<file path="src/rtl/fetch_pc_sequencer_pkg.sv">
// ----------------------------------------------------------------------------
// fetch_pc_sequencer_pkg
//   Shared definitions for the fetch PC sequencer:
//   - FSM state encodings (2-bit, legacy-compatible localparams)
//   - default reset vector and sequential PC step
//   - canonical NOP encoding (addi x0, x0, 0)
//   - next-PC mux select type and a word-alignment helper
// ----------------------------------------------------------------------------
package fetch_pc_sequencer_pkg;

  localparam logic [1:0] ST_IDLE = 2'd0;
  localparam logic [1:0] ST_REQ  = 2'd1;
  localparam logic [1:0] ST_HOLD = 2'd2;
  localparam logic [1:0] ST_KILL = 2'd3;

  localparam logic [31:0] DEF_RESET_VECTOR = 32'h0000_0000;
  localparam logic [31:0] DEF_PC_STEP      = 32'd4;
  localparam logic [31:0] NOP_INSN         = 32'h0000_0013;

  typedef enum logic [1:0] {
    PC_HOLD  = 2'd0,
    PC_SEQ   = 2'd1,
    PC_REDIR = 2'd2
  } pc_sel_e;

  // Instructions are word aligned; redirect targets drop their low two bits.
  function automatic logic [31:0] align_word(input logic [31:0] addr);
    return {addr[31:2], 2'b00};
  endfunction

endpackage

</file>
<file path="src/rtl/fetch_pc_sequencer_pc_reg.sv">
// ----------------------------------------------------------------------------
// fetch_pc_reg
//   Program counter register with its next-PC mux.
//   Ports:
//     clk, rst_n   clock, asynchronous active-low reset (pc <= RESET_VECTOR)
//     sel          PC_HOLD keeps pc, PC_SEQ loads adder_sum,
//                  PC_REDIR loads redirect_pc with bits[1:0] cleared
//     adder_sum    sequential next PC from the external adder
//     redirect_pc  branch/jump target from execute
//     pc           current program counter
// ----------------------------------------------------------------------------
module fetch_pc_reg
  import fetch_pc_sequencer_pkg::*;
#(
  parameter logic [31:0] RESET_VECTOR = DEF_RESET_VECTOR
) (
  input  logic        clk,
  input  logic        rst_n,
  input  pc_sel_e     sel,
  input  logic [31:0] adder_sum,
  input  logic [31:0] redirect_pc,
  output logic [31:0] pc
);

  always_ff @(posedge clk or negedge rst_n) begin
    if (!rst_n) begin
      pc <= RESET_VECTOR;
    end else begin
      case (sel)
        PC_SEQ:   pc <= adder_sum;
        PC_REDIR: pc <= align_word(redirect_pc);
        default:  pc <= pc;
      endcase
    end
  end

endmodule

</file>
<file path="src/rtl/fetch_pc_sequencer.sv">
// ----------------------------------------------------------------------------
// fetch_pc_sequencer
//   PC / instruction-fetch sequencer sitting around an external 32-bit adder.
//   One outstanding fetch at a time; each fetched word is held for decode
//   until accepted, then the next fetch is issued.
//   Ports:
//     clk, rst_n                 clock, asynchronous active-low reset
//     adder_in1/adder_in2        current PC and PC_STEP to the adder
//     adder_sum                  PC + PC_STEP from the adder (same cycle)
//     redirect_valid/redirect_pc branch/jump redirect from execute
//     stall                      hazard stall, blocks decode acceptance
//     imem_req/imem_addr         fetch request to instruction memory
//     imem_ack/imem_rdata        fetch completion and data
//     inst_valid/inst_out/inst_pc  instruction presented to decode
//     inst_ready                 decode ready (accept = valid & ready & !stall)
//     misalign_err               sticky: a redirect target was not word aligned
// ----------------------------------------------------------------------------
module fetch_pc_sequencer
  import fetch_pc_sequencer_pkg::*;
#(
  parameter logic [31:0] RESET_VECTOR = DEF_RESET_VECTOR,
  parameter logic [31:0] PC_STEP      = DEF_PC_STEP
) (
  input  logic        clk,
  input  logic        rst_n,
  output logic [31:0] adder_in1,
  output logic [31:0] adder_in2,
  input  logic [31:0] adder_sum,
  input  logic        redirect_valid,
  input  logic [31:0] redirect_pc,
  input  logic        stall,
  output logic        imem_req,
  output logic [31:0] imem_addr,
  input  logic        imem_ack,
  input  logic [31:0] imem_rdata,
  output logic        inst_valid,
  output logic [31:0] inst_out,
  output logic [31:0] inst_pc,
  input  logic        inst_ready,
  output logic        misalign_err
);

  logic [1:0]  state;
  logic [1:0]  state_nxt;
  logic [31:0] pc;
  logic [31:0] kill_pc;
  pc_sel_e     pc_sel;
  logic        capture;
  logic        accept;

  fetch_pc_reg #(
    .RESET_VECTOR (RESET_VECTOR)
  ) u_pc_reg (
    .clk         (clk),
    .rst_n       (rst_n),
    .sel         (pc_sel),
    .adder_sum   (adder_sum),
    .redirect_pc (redirect_pc),
    .pc          (pc)
  );

  assign adder_in1 = pc;
  assign adder_in2 = PC_STEP;

  assign accept = inst_valid && inst_ready && !stall;

  // A killed fetch keeps presenting the address it was issued with, so the
  // memory sees a stable request until it acks the stale access.
  assign imem_req  = (state == ST_REQ) || (state == ST_KILL);
  assign imem_addr = (state == ST_KILL) ? kill_pc : pc;

  always_comb begin
    state_nxt = state;
    pc_sel    = PC_HOLD;
    capture   = 1'b0;
    case (state)
      ST_IDLE: state_nxt = ST_REQ;
      ST_REQ: begin
        if (imem_ack) begin
          state_nxt = ST_HOLD;
          pc_sel    = PC_SEQ;
          capture   = 1'b1;
        end
      end
      ST_HOLD: begin
        if (accept) state_nxt = ST_REQ;
      end
      ST_KILL: begin
        if (imem_ack) state_nxt = ST_REQ;
      end
      default: state_nxt = ST_IDLE;
    endcase

    // Redirect overrides everything, including a same-cycle ack in REQ
    // (that data belongs to the wrong path and is dropped).
    if (redirect_valid) begin
      pc_sel  = PC_REDIR;
      capture = 1'b0;
      if (state == ST_KILL) begin
        state_nxt = imem_ack ? ST_REQ : ST_KILL;
      end else if ((state == ST_REQ) && !imem_ack) begin
        state_nxt = ST_KILL;
      end else begin
        state_nxt = ST_REQ;
      end
    end
  end

  // Stage boundary: FSM and stale-fetch address
  always_ff @(posedge clk or negedge rst_n) begin
    if (!rst_n) begin
      state   <= ST_IDLE;
      kill_pc <= RESET_VECTOR;
    end else begin
      state <= state_nxt;
      if (redirect_valid && (state == ST_REQ) && !imem_ack) begin
        kill_pc <= pc;
      end
    end
  end

  // Stage boundary: instruction presented to decode
  always_ff @(posedge clk or negedge rst_n) begin
    if (!rst_n) begin
      inst_valid <= 1'b0;
      inst_out   <= 32'h0;
      inst_pc    <= 32'h0;
    end else begin
      if (redirect_valid) begin
        inst_valid <= 1'b0;
      end else if (capture) begin
        inst_valid <= 1'b1;
      end else if (accept) begin
        inst_valid <= 1'b0;
      end
      if (capture) begin
        inst_out <= imem_rdata;
        inst_pc  <= pc;
      end
    end
  end

  always_ff @(posedge clk or negedge rst_n) begin
    if (!rst_n) begin
      misalign_err <= 1'b0;
    end else if (redirect_valid && (redirect_pc[1:0] != 2'b00)) begin
      misalign_err <= 1'b1;
    end
  end

endmodule

</file>
<file path="config.mk">
export PLATFORM = sky130hd
export DESIGN_NAME = fetch_pc_sequencer
export DESIGN_NICKNAME = d
export VERILOG_FILES = /design/src/rtl/fetch_pc_sequencer_pkg.sv /design/src/rtl/fetch_pc_sequencer_pc_reg.sv /design/src/rtl/fetch_pc_sequencer.sv
export SDC_FILE = /design/constraint.sdc
export NUM_CORES = 1
export LEC_CHECK = 0
export CAP_MARGIN = 20
export CORE_MARGIN = 5
export CORE_UTILIZATION = 46
export DETAILED_ROUTE_END_ITERATION = 10
export PLACE_DENSITY = 0.9
export SLEW_MARGIN = 20
export SYNTH_ARGS = -nofsm -noshare
export SYNTH_HDL_FRONTEND = slang
export SYNTH_SLANG_ARGS = --single-unit
</file>
<file path="constraint.sdc">
create_clock -name clk -period 4.15 [get_ports clk]
set_input_delay 0.83 -clock clk [delete_from_list [all_inputs] [get_ports clk]]
set_output_delay 0.83 -clock clk [all_outputs]
set_load 0.03 [all_outputs]
</file>
==> results of run 1 <==
-- area by class of cell --
| type | instances | area [um2] | area share |
|---|---|---|---|
| timing repair buffer | 241 | 2430 | 0.273 |
| sequential | 132 | 3300 | 0.371 |
| inverter | 1 | 3.75 | 0.000422 |
| clock inverter | 5 | 25.0 | 0.00281 |
| tap | 172 | 215 | 0.0242 |
| clock buffer | 25 | 505 | 0.0568 |
| multi-input combinational | 302 | 2420 | 0.272 |
-- path summary, 6_finish.rpt --
path,slack (ns),from,cells after the start,to
setup reg to reg,2.17,state[1],4,inst_pc[0]
hold reg to reg,0.48,misalign_err,1,misalign_err
hold / removal,0.32,rst_n,1,u_pc_reg.pc[8]
setup / recovery,0.65,state[1],4,imem_addr[3]
min in group clk,0.48,misalign_err,1,misalign_err
max in group asynchronous,2.90,rst_n,3,u_pc_reg.pc[7]
-- sequential cells by signal (all words and copies together) (netlist names) --
register and flops:
inst_out 32, inst_pc 32, inst_valid 1, kill_pc 32, misalign_err 1, state 2
u_pc_reg.pc 32
-- metal layers --
metal  share of wire  global-route usage  vias up
met5               0                   0        -
met1            0.40               0.253     2145
met2            0.51               0.375      214
met3           0.065              0.0626       37
met4           0.026              0.0832        0
li1                -                   -     1993
-- cells by family after synthesis --
logic type,Yosys count,share of synthesized area
flops,132,0.550
buf+inv,62,0.0690
other cells,2,0.00125
compound gates,68,0.0575
mux,128,0.258
simple gates,74,0.0642
-- cells in the final DEF, fill, tap and decap left out, drive strengths merged, types with 2 or more instances in the layout --
cell and count:
clkdlybuf4s50 230, dfrtp 132, mux2 128, a21oi 63, nand2 35, conb 32, nor2b 31, clkbuf 25
buf 11, clkinv 5, nand3b 3, o21ai 3, nand2b 2
-- per-stage QoR --
stage | power [mW] | hold WS (ns)
finish | 5.63 | 0.318
global route | 5.87 | 0.314
CTS | 5.68 | 0.483
detailed placement | 4.30 | 0.472
global placement | 4.22 | 0.450
floorplan | 3.29 | 0.454
-- where the power goes --
| group | switching (mW) | internal [mW] | leakage [nW] | total [mW] |
|---|---|---|---|---|
| logic | 1.23 | 1.12 | 2.04 | 2.36 |
| registers | 0.261 | 1.67 | 1.53 | 1.93 |
| clock network | 0.517 | 0.831 | 0.269 | 1.35 |
| total | 2.01 | 3.62 | 3.84 | 5.63 |
-- worst register-to-register path, stage by stage (launching register included) --
cell      delay [ns]
dfrtp_1         0.44
and3b_1         0.23
nand2b_2        0.32
buf_4           0.46
mux2_2          0.40
==> flow_summary.json, run 1 <==
{
  "status": "finished clean",
  "worstSkewPairLatency_ns": 0.41,
  "clock_path_buffers": 2,
  "drt_iter0_drc": 319,
  "cts_tree": "yes",
  "ys_ff_latch": 132,
  "synth_warnings": 0,
  "synth_most_common_cell": "dfrtp_1",
  "synthCells": 466,
  "ctsResizeCount": 0,
  "instances_no_fill": 878,
  "grt_pass1_vias": 4931,
  "synth_top_area_cell": "dfrtp_1",
  "fin_setup_tns_ns": 0,
  "postCtsSetupBuffers": 0,
  "grt_max_degree": 79,
  "num_rows": 41,
  "grt_overflow": 0,
  "ctsHtreeMaxLevel": 4,
  "yosys.area.top_type_share": 0.550,
  "drc": 0,
  "crit_fanout": 18,
  "critical_path_buf_inv_count": 2,
  "fin_ws_ns": 0.645,
  "skew_ns": 0.00654,
  "vdd_drop_max_v": 0.000301,
  "placed_area_mm2": 0.00834,
  "end_kind": "primary output",
  "dr.pass1.iters": 6,
  "ys_types": 23,
  "ant_nets": 0,
  "postSynth.asyncResetShare": 1.00,
  "die_area_mm2": 0.0154,
  "syn_to_final_growth_pct": 48.2,
  "num_antenna_cells": 0,
  "crit_arrival_ns": 2.67,
  "vias": 4389,
  "max_freq_ghz": 0.285,
  "rsz0062_at_grt": "false",
  "synthTopCellsByArea": "dfrtp_1, mux2_2, mux2_4",
  "antenna_found_initial": 0,
  "critical_path.top_delay_family": "buffers and inverters",
  "routed_wl_um": 16700,
  "die_w_um": 124,
  "hold_path_class": "primary input to async pin",
  "vias_per_cell": 5.00,
  "yosysSeqAreaShare": 0.550,
  "finalSetupViolations": 0,
  "crit_required_ns": 3.32,
  "ys.flop_type": "dfrtp_1",
  "fin_util": 0.699,
  "cts_inserted_buffers": 17,
  "min_period_ns": 3.50,
  "clock-root-buffer": "clkbuf_16",
  "die_h_um": 124,
  "timing.final.crit_share": 0.845,
  "syn_area_mm2": 0.00601,
  "power_density_mw_per_mm2": 633,
  "clock-sinks": 132,
  "place_inst": 847,
  "cp-start-kind": "register",
  "path_class": "register to primary output",
  "postSynthAreaPerCell_um2": 12.9,
  "routabilityCongestion": 0.825,
  "fill_cells": 917,
  "cts.clk_slew.worst_paths_ns": 0.06,
  "ctsHoldBuffers": 0,
  "synth_common_cells": "dfrtp_1, mux2_2, a21oi_1, buf_4, nand2_1",
  "slew_headroom": 0.503,
  "crit_chain": "nand2_1, buf_12, mux2_2, clkdlybuf4s50_1",
  "layout.nets": 797,
  "grt_pass1_wl_um": 26900,
  "place_ws_ns": 1.06,
  "slew_viol_final": 0,
  "worstMarginPinSlew_ns": 0.744,
  "p_leak_nw": 3.84,
  "final_cell_area_mm2": 0.00890,
  "crit_path_top_delay_cell": "clkdlybuf4s50_1",
  "grt_use_total": 0.216,
  "synth_edf_count": 0,
  "dp_hpwl_um": 12000,
  "max_stage_delay_ns": 0.61,
  "routedWlPerCell_um": 19.1,
  "maxCapViolCount": 0,
  "start_util": 0.472,
  "drive_gt1_frac": 0.234,
  "io_pins": 265,
  "port_buffers": 232,
  "design.core.area_mm2": 0.0127,
  "finalHoldViolCount": 0
}
Note: power is estimated with default switching activity, not from simulation.
==> run 2: changes to the inputs <==
Settings changed: CORE_UTILIZATION 46 to 42, PLACE_DENSITY 0.9 to 0.83.
Clock period 4.15 ns to 3.3 ns, I/O delays scaled along.
==> run 2 against run 1 <==
  * Sequential share of layout area fell by 0.20 points
  * Largest cell class unchanged
  * Via count fell by 0.46%
  * Combinational power rose by 25%
  * Highest routed layer is now met5
  * Core utilization fell by 5.7 points
  * Largest power group unchanged
  * Routed wire length fell by 4.1%
  * Clock skew rose by 0.0012 ns
  * Die area rose by 8.7%
==> flow_summary.json, run 2 (synthesized netlist as in run 1, its figures left out) <==
{
  "slew_viol_final": 0,
  "layout.nets": 798,
  "dr.pass1.iters": 6,
  "rsz0062_at_grt": "false",
  "grt_max_degree": 67,
  "finalHoldViolCount": 0,
  "clock-root-buffer": "clkbuf_16",
  "vias": 4369,
  "port_buffers": 232,
  "clock_path_buffers": 2,
  "final_cell_mix": "clkdlybuf4s50_1, dfrtp_1, mux2_2, a21oi_1, nand2_1",
  "final_common_cell": "clkdlybuf4s50_1",
  "drt_iter0_drc": 205,
  "finalSetupViolations": 0,
  "p_leak_nw": 3.85,
  "wl_met1_um": 6120,
  "num_rows": 43,
  "timing.final.crit_share": 0.931,
  "start_util": 0.431,
  "slew_headroom": 0.526,
  "io_pins": 265,
  "postCtsSetupBuffers": 0,
  "die_h_um": 130,
  "cts_inserted_buffers": 17,
  "die_w_um": 130,
  "vias_per_cell": 4.91,
  "syn_to_final_growth_pct": 49.0,
  "routabilityCongestion": 0.872,
  "antenna_found_initial": 1,
  "ant_nets": 0,
  "drive_gt1_frac": 0.231,
  "grt_pass1_vias": 4742,
  "power_density_mw_per_mm2": 800,
  "ctsHoldBuffers": 0,
  "crit_fanout": 19,
  "ctsResizeCount": 0,
  "status": "finished clean",
  "worstMarginPinSlew_ns": 0.711,
  "maxCapViolCount": 0,
  "critical_path.top_delay_family": "buffers and inverters",
  "cts_tree": "yes",
  "wl_met3_um": 1440,
  "routed_wl_um": 16100,
  "critical_path_buf_inv_count": 2,
  "cp-start-kind": "register",
  "worstSkewPairLatency_ns": 0.41,
  "vdd_drop_max_v": 0.000404,
  "path_class": "register to primary output",
  "end_kind": "primary output",
  "p_total_mw": 7.16,
  "drc": 0,
  "cts.clk_slew.worst_paths_ns": 0.06,
  "dp_hpwl_um": 11600,
  "design.core.area_mm2": 0.0139,
  "grt_pass1_wl_um": 25000,
  "clock-sinks": 132,
  "fin_setup_tns_ns": 0,
  "num_antenna_cells": 0,
  "ctsHtreeMaxLevel": 4,
  "die_area_mm2": 0.0168,
  "fill_cells": 1046,
  "wl_met2_um": 8230,
  "crit_chain": "nand2_2, buf_12, mux2_2, clkdlybuf4s50_1",
  "crit_arrival_ns": 2.41,
  "grt_overflow": 0,
  "max_stage_delay_ns": 0.60,
  "crit_required_ns": 2.64,
  "crit_path_top_delay_cell": "clkdlybuf4s50_1",
  "routedWlPerCell_um": 18.1,
  "min_period_ns": 3.07,
  "grt_use_total": 0.192,
  "routed.top_layer": "met5",
  "hold_path_class": "primary input to async pin",
  "skew_ns": 0.00773,
  "max_freq_ghz": 0.325
}
==> run 2: worst paths after layout <==
path | start | endpoint | slack [ns] | cells past startpoint
setup / recovery | state[1] | imem_addr[3] | 0.23 | 4
setup reg to reg | state[0] | kill_pc[9] | 1.65 | 3
min in group clk | misalign_err | misalign_err | 0.46 | 1
hold reg to reg | misalign_err | misalign_err | 0.46 | 1
hold / removal | rst_n | kill_pc[2] | 0.11 | 1
max in group asynchronous | rst_n | state[1] | 2.21 | 2
==> run 2: cell type report <==
cell class | count | area (um2) | share of cell area
Inverter | 1 | 3.75 | 0.000420
Clock inverter | 4 | 70.1 | 0.00783
Multi-Input combinational cell | 302 | 2420 | 0.271
Clock buffer | 28 | 497 | 0.0555
Tap cell | 180 | 225 | 0.0252
Timing Repair Buffer | 242 | 2430 | 0.271
Sequential cell | 132 | 3300 | 0.369
==> run 2: power by group <==
group          switching [mW]  internal, mW  total, mW
clock network           0.639          1.17       1.81
logic                    1.52          1.41       2.94
registers               0.314          2.10       2.41
total                    2.48          4.68       7.16
==> run 2: worst reg2reg max path: cells and delay by family, from the launching register on <==
kind                   cells  cell delay, ns
AND/OR/NAND/NOR            1            0.36
buffers and inverters      1            0.35
multiplexers               1            0.39
flip-flops                 1            0.44
==> run 2: per-layer routing <==
layer | vias up | global-route usage
met3 | 23 | 0.0684
met2 | 186 | 0.337
met5 | - | 0
met4 | 2 | 0.0654
li1 | 1999 | -
met1 | 2159 | 0.217
==> run 2: stage by stage <==
step | cell area [um2] | utilization | hold WS, ns | instances | setup WS (ns)
after floorplan | 6120 | - | 0.364 | 496 | 1.45
after global placement | 8380 | 0.601 | 0.449 | 857 | 0.693
after detailed placement | 8380 | 0.601 | 0.456 | 857 | 0.648
after CTS | 8950 | 0.642 | 0.0971 | 889 | 0.201
after global routing | 8950 | 0.642 | 0.0959 | 889 | 0.143
final | 8950 | 0.642 | 0.111 | 889 | 0.226
==> run 3: changes to the inputs <==
Settings changed: CORE_UTILIZATION 42 to 23, HOLD_SLACK_MARGIN set to 0.15, PLACE_DENSITY 0.83 to 0.52.
==> run 3 against run 2 <==
  * Critical path depth stayed put
  * First-iteration DRC count fell by 18%
  * Count of clock-buffer cells in the layout shrank 10
  * Fmax increased by 3.8%
  * Non-clock buffer count up 3
  * Via count decreased by 2.9%
==> flow_summary.json, run 3 (synthesized netlist as in run 1, its figures left out) <==
{
  "worst_r2r_startpoint": "state[1]",
  "path_class": "register to primary output",
  "cp-start-kind": "register",
  "design.core.area_mm2": 0.0259,
  "die_area_mm2": 0.0294,
  "dr.pass1.iters": 4,
  "finalHoldViolCount": 0,
  "slew_headroom": 0.572,
  "fill_cells": 2560,
  "r2r_setup_slack_ns": 1.47,
  "ctsHoldBuffers": 0,
  "fin_setup_tns_ns": 0,
  "clock-root-buffer": "clkbuf_16",
  "grt_max_degree": 64,
  "final_common_cell": "clkdlybuf4s50_1",
  "r2r_cells": 4,
  "power_density_mw_per_mm2": 781,
  "die_w_um": 172,
  "postCtsSetupBuffers": 0,
  "rsz0062_at_grt": "false",
  "critical_path.top_delay_family": "buffers and inverters",
  "max_stage_delay_ns": 0.62,
  "routedWlPerCell_um": 17.0,
  "vias_per_cell": 4.05,
  "multi_input_area_mm2": 0.00242,
  "drc": 0,
  "crit_path_top_delay_cell": "clkdlybuf4s50_1",
  "max_freq_ghz": 0.338,
  "io_pins": 265,
  "grt_pass1_wl_um": 27100,
  "syn_to_final_growth_pct": 52.3,
  "crit_arrival_ns": 2.30,
  "maxCapViolCount": 0,
  "rr_endpoint": "inst_pc[24]",
  "cts.clk_slew.worst_paths_ns": 0.07,
  "p_leak_nw": 3.84,
  "ant_nets": 0,
  "layout.nets": 801,
  "routed_wl_um": 17800,
  "port_buffers": 232,
  "ctsResizeCount": 0,
  "grt_use_total": 0.120,
  "final_cell_mix": "clkdlybuf4s50_1, dfrtp_1, mux2_2, a21oi_1, nand2_1",
  "die_h_um": 172,
  "drive_gt1_frac": 0.247,
  "cts_inserted_buffers": 17,
  "timing.final.crit_share": 0.897,
  "fin_ws_ns": 0.339,
  "crit_fanout": 19,
  "min_period_ns": 2.96,
  "antenna_found_initial": 0,
  "vdd_drop_max_v": 0.000310,
  "dp_hpwl_um": 12500,
  "slew_viol_final": 0,
  "crit_chain": "nand2_2, buf_4, mux2_2, clkdlybuf4s50_1",
  "skew_ns": 0.0123,
  "worstSkewPairLatency_ns": 0.42,
  "status": "finished clean",
  "critical_path_buf_inv_count": 2,
  "num_antenna_cells": 0,
  "finalSetupViolations": 0,
  "grt_pass1_vias": 4482,
  "end_kind": "primary output",
  "num_rows": 59,
  "routabilityCongestion": 0.682,
  "crit_required_ns": 2.64,
  "start_util": 0.232,
  "drt_iter0_drc": 168,
  "vias": 4241,
  "ff_latch_area_mm2": 0.00330,
  "ctsHtreeMaxLevel": 4,
  "place_ws_ns": 0.699,
  "hold_path_class": "primary input to async pin",
  "worstMarginPinSlew_ns": 0.643,
  "clock_path_buffers": 2,
  "cts_tree": "yes",
  "clock-sinks": 132,
  "p_total_mw": 7.15,
  "grt_overflow": 0
}
## run 3: power breakdown
group / switching, mW / internal [mW] / total, mW / leakage (nW)
clock: 0.805 / 1.00 / 1.81 / 0.259
sequential: 0.299 / 2.09 / 2.39 / 1.53
combinational: 1.54 / 1.41 / 2.95 / 2.05
## run 3: worst max path at each step
stage             start             to  slack, ns  cells past startpoint
4_1_cts        state[1]  imem_addr[31]       0.29                      4
5_1_grt        state[0]  imem_addr[31]       0.21                      4
3_3_place_gp   imem_ack    inst_pc[19]       0.76                      5
3_5_place_dp   imem_ack    inst_pc[24]       0.70                      5
6_report       state[1]  imem_addr[31]       0.34                      4
2_1_floorplan  state[0]  imem_addr[10]       1.45                      3
## run 3: area by class of cell
| cell class | instances | area share |
|---|---|---|
| multi-input cells | 302 | 0.265 |
| flip-flops and latches | 132 | 0.361 |
| inverters | 1 | 0.000410 |
| well taps | 335 | 0.0458 |
| repair buffers | 245 | 0.267 |
| clock inverters | 14 | 0.0130 |
| clock buffers | 18 | 0.0480 |
## run 3: stage by stage
step,std cells,utilization,hold WS (ns),area (um2)
2_1_floorplan,496,-,0.364,6120
3_3_place_gp,1015,0.331,0.452,8590
3_5_place_dp,1015,0.331,0.454,8590
4_1_cts,1047,0.353,0.247,9150
5_1_grt,1047,0.353,0.268,9150
6_report,1047,0.353,0.233,9150
## run 3: per-layer routing
| metal | global-route usage | vias to the layer above | routed length [um] |
|---|---|---|---|
| li1 | - | 2009 | - |
| met1 | 0.152 | 2064 | 7540 |
| met2 | 0.192 | 161 | 8370 |
| met3 | 0.0506 | 7 | 1790 |
| met4 | 0.0279 | 0 | 132 |
| met5 | 0 | - | 0 |
==> RTL edit 1, RTL diff (flow settings as in run 2) <==
Reset style: synchronous (`rst_n`), changed in 4 clocked blocks. Comments in the files are not updated.
--- a/src/rtl/fetch_pc_sequencer_pc_reg.sv
+++ b/src/rtl/fetch_pc_sequencer_pc_reg.sv
@@ -22,7 +22,7 @@
   output logic [31:0] pc
 );
 
-  always_ff @(posedge clk or negedge rst_n) begin
+  always_ff @(posedge clk) begin
     if (!rst_n) begin
       pc <= RESET_VECTOR;
     end else begin
--- a/src/rtl/fetch_pc_sequencer.sv
+++ b/src/rtl/fetch_pc_sequencer.sv
@@ -107,7 +107,7 @@
   end
 
   // Stage boundary: FSM and stale-fetch address
-  always_ff @(posedge clk or negedge rst_n) begin
+  always_ff @(posedge clk) begin
     if (!rst_n) begin
       state   <= ST_IDLE;
       kill_pc <= RESET_VECTOR;
@@ -120,7 +120,7 @@
   end
 
   // Stage boundary: instruction presented to decode
-  always_ff @(posedge clk or negedge rst_n) begin
+  always_ff @(posedge clk) begin
     if (!rst_n) begin
       inst_valid <= 1'b0;
       inst_out   <= 32'h0;
@@ -140,7 +140,7 @@
     end
   end
 
-  always_ff @(posedge clk or negedge rst_n) begin
+  always_ff @(posedge clk) begin
     if (!rst_n) begin
       misalign_err <= 1'b0;
     end else if (redirect_valid && (redirect_pc[1:0] != 2'b00)) begin
Formal check against the unedited RTL: differs if rst_n is asserted again (counterexample within 4 cycles, from zero or initial values and one cycle with rst_n low); with rst_n held inactive, the same outputs for 10 cycles.
==> RTL edit 1 against run 2 <==
Sequential cell count did not move; wire length increased by 6.7%; sequential share of layout area fell by 6.6 points; design area fell by 2.6%; synthesized area decreased by 3.0%; setup slack worse by 0.052 ns; cell count rose by 18%.
Power is not compared: it rests on default switching activity, and its combinational part moved more than twofold at a synthesized area within 25%.
==> RTL edit 1: results (changes against run 2) <==
| Metric | Value |
|---|---|
| Outcome | `complete, no violations` |
| Critical R2R Launch | `state[0]` |
| GRT Overall Usage | `0.2025 (+0.01043)` |
| CP Max Fanout | `18 (-1)` |
| Fillers | `1144 (+9.4%)` |
| R2R Path End | `kill_pc[14]` |
| Non-clk bufs | `243 (+0.41%)` |
| Nets | `962 (+21%)` |
| Routability congestion estimate | `0.7899 (-9.4%)` |
| Register area share after synthesis | `0.4536 (-0.09639)` |
| Seq area share | `0.3032 (-0.06595)` |
| Highest routed metal layer | `met4` |
| CLK BUF | `24 (-14%)` |
| Synth Flop Type | `dfxtp_1` |
| WHS | `0.4443 ns (+0.3330 ns)` |
| #MultiIn Comb | `465 (+54%)` |
| Met2 GRT Util | `0.3466 (+0.009304)` |
| Met3 wire len | `1253 um (-13%)` |
| Top cells by area, synth | `dfxtp_1 (45%), nand3_1 (11%), nand2_1 (8.4%)` |
| Multi-input gate area | `0.002778 mm2 (+15%)` |
| Detail Placement HPWL | `11740 um (+1.3%)` |
| Largest net degree at the start of global routing | `99 (+48%)` |
| Worst Tran Pin Value | `0.7722 ns (+0.06118 ns)` |
| Clk_skew | `0.008515 ns (+0.0007847 ns)` |
| Synth cell count leaders | `dfxtp_1 (132), nand2_1 (130), nand3_1 (128), buf_4 (34), o21ai_0 (34)` |
| Post-Route M1 WL | `7017 um (+15%)` |
| Inst Count DP | `1021 (+19%)` |
| Syn Area/Cell | `8.800 um2 (-32%)` |
| Netlist cell types | `26 (+13%)` |
[RTL edit 1: changes by cell type in the layout (fill, tap and decap cells not counted), sizes merged, moves of 32 or more]
cell	delta
dfrtp	-132
dfxtp	+132
nand3	+128
mux2	-96
nand2	+95
a21oi	-62
a21boi	+32
[RTL edit 1: worst max-delay path by stage]
stage          startpoint       endpoint  slack [ns]  cells past startpoint
2_1_floorplan    state[0]  imem_addr[10]        1.52                      3
3_3_place_gp     state[0]  imem_addr[14]        0.66                      4
3_5_place_dp     state[0]  imem_addr[15]        0.58                      4
4_1_cts          state[0]  imem_addr[15]        0.14                      4
5_1_grt          state[0]  imem_addr[14]        0.06                      4
6_report         state[0]  imem_addr[15]        0.17                      4
[RTL edit 1: cells by family after synthesis]
group                  after synthesis  share of synthesized area
muxes                               62                     0.1134
and+or+nand+nor                    270                     0.2101
DFF                                132                     0.4536
buffers and inverters               95                    0.09300
other                                2                   0.001289
AOI/OAI and AO/OA                  101                     0.1286
==> RTL edit 2, RTL diff (config.mk and constraints of run 2) <==
Without the edit above. Put one more register stage on the output `misalign_err`. The value now appears one clock later. The other outputs are not delayed to match.
--- a/src/rtl/fetch_pc_sequencer.sv
+++ b/src/rtl/fetch_pc_sequencer.sv
@@ -39,6 +39,8 @@
   input  logic        inst_ready,
   output logic        misalign_err
 );
+
+  logic misalign_err_s0;
 
   logic [1:0]  state;
   logic [1:0]  state_nxt;
@@ -142,10 +144,14 @@
 
   always_ff @(posedge clk or negedge rst_n) begin
     if (!rst_n) begin
-      misalign_err <= 1'b0;
+      misalign_err_s0 <= 1'b0;
     end else if (redirect_valid && (redirect_pc[1:0] != 2'b00)) begin
-      misalign_err <= 1'b1;
+      misalign_err_s0 <= 1'b1;
     end
+  end
+
+  always_ff @(posedge clk) begin
+    misalign_err <= misalign_err_s0;
   end
 
 endmodule
Behaviour: not the same (a bounded check fails within 4 cycles, from zero or initial values and one cycle with rst_n low).
==> RTL edit 2 against run 2 <==
Highest routed layer is now met4; core utilization is 0.25 points lower; total power shrank 1.0%; synthesized area up 0.33%; critical endpoint is now imem_addr[8]; setup slack gained 0.16 ns; wire length grew 0.52%; sequential cell count grew 1; design area is the same; combinational power about the same.
==> RTL edit 2: results (changes against run 2) <==
| Metric | Value |
|---|---|
| Outcome | `complete, no violations` |
| Clk_skew | `0.006210 ns (-0.001519 ns)` |
| Netlist cell types | `24 (+4.3%)` |
| Synth Area in Adders | `0 (unchanged)` |
| Largest net degree at the start of global routing | `70 (+4.5%)` |
| 1st-pass router iterations | `5 (-1)` |
| Peak supply drop | `0.3556 mV (-12%)` |
| Inst Count DP | `861 (+0.47%)` |
| Global-route wire length before repair | `25390 um (+1.6%)` |
| Compound-Gate Fraction of Synth Area | `0.05731 (-0.0001910)` |
| Share of cells above drive strength 1 | `0.2335 (+0.002162)` |
| 1st-iter DRT viols | `156 (-24%)` |
| Syn Area/Cell | `12.90 um2 (+0.12%)` |
| Nets | `802 (+0.50%)` |
| Detail Placement HPWL | `11950 um (+3.1%)` |
| Vias/cell | `4.943 (+0.58%)` |
| CP Max Fanout | `17 (-2)` |
| Worst slack at placement | `0.7810 ns (+0.1333 ns)` |
| Top cells by area, synth | `dfrtp_1 (55%), mux2_2 (18%), mux2_4 (7.2%)` |
| Fillers | `1078 (+3.1%)` |
| Routed WL per cell | `18.09 um (+0.18%)` |
| Slew margin rel. | `0.6065 (+0.08052)` |
| DP Area | `0.008408 mm2 (+0.33%)` |
| Multiplexer area fraction after synthesis | `0.2573 (-0.0008576)` |
| Non-Filler Instances | `892 (+0.34%)` |
| Routability congestion estimate | `0.8046 (-7.8%)` |
| Root buffer cell | `clkbuf_16` |
| Leak | `3.853 nW (about the same)` |
| Fin util | `0.6396 (-0.002470)` |
| XOR/XNOR Fraction of Synth Area | `0 (unchanged)` |
| Arrival time worst endpoint | `2.25 ns (-0.16 ns)` |
| GRT Overall Usage | `0.1941 (+0.001991)` |
| Vias in the first global route | `4869 (+2.7%)` |
| GR Overflow Total | `0 (unchanged)` |
| Register area share after synthesis | `0.5515 (+0.001495)` |
| Async set-reset flop share out of synthesis | `0.9925 (-0.007519)` |
| Clock buffer depth | `2 (unchanged)` |
[RTL edit 2: changes by cell type after synthesis]
cell and delta:
dfxtp_1 +1
[RTL edit 2: routing by layer]
metal  up-vias  GRT usage  wire [um]
met4         0    0.07396        344
met2       214     0.3446       8255
met5         -          0          0
met3        27    0.05813       1447
met1      2156     0.2201       6086
li1       2012          -          -
[RTL edit 2: worst paths after layout]
kind,from,cells after the start,to,slack (ns)
worst max-delay path,state[1],4,imem_addr[8],0.39
worst min-delay path,rst_n,1,inst_pc[2],0.26
worst max register to register,state[1],4,inst_pc[4],1.54
worst min register to register,misalign_err_s0,0,misalign_err,0.36
max in group asynchronous,rst_n,2,kill_pc[30],2.28
min in group clk,misalign_err_s0,0,misalign_err,0.36
[RTL edit 2: area by class of cell]
type	count	share of cell area
Sequential cell	133	0.3714
Timing Repair Buffer	245	0.2724
Multi-Input combinational cell	302	0.2703
Clock buffer	26	0.05468
Tap cell	180	0.02517
Clock inverter	4	0.005314
Inverter	1	0.0004195
Antenna cell	1	0.0002797
[RTL edit 2: cells by family (layout without fill, tap and decap cells)]
| logic type | Yosys count | count (layout) |
|---|---|---|
| AO/OA/AOI/OAI | 68 | 68 |
| buffers and inverters | 62 | 276 |
| flip-flops | 133 | 133 |
| multiplexers | 128 | 128 |
| other | 2 | 33 |
| AND/OR/NAND/NOR | 74 | 74 |
[RTL edit 2: worst max-delay path, stage by stage (launching register included)]
cell,delay (ns)
dfrtp_1,0.44
nand2_1,0.13
buf_4,0.29
mux2_2,0.38
clkdlybuf4s50_1,0.60
[RTL edit 2: where the power goes]
part / switching, mW / total (mW) / internal, mW
combinational: 1.53 / 2.94 / 1.41
sequential: 0.318 / 2.43 / 2.11
clock: 0.628 / 1.71 / 1.08
total: 2.48 / 7.08 / 4.60
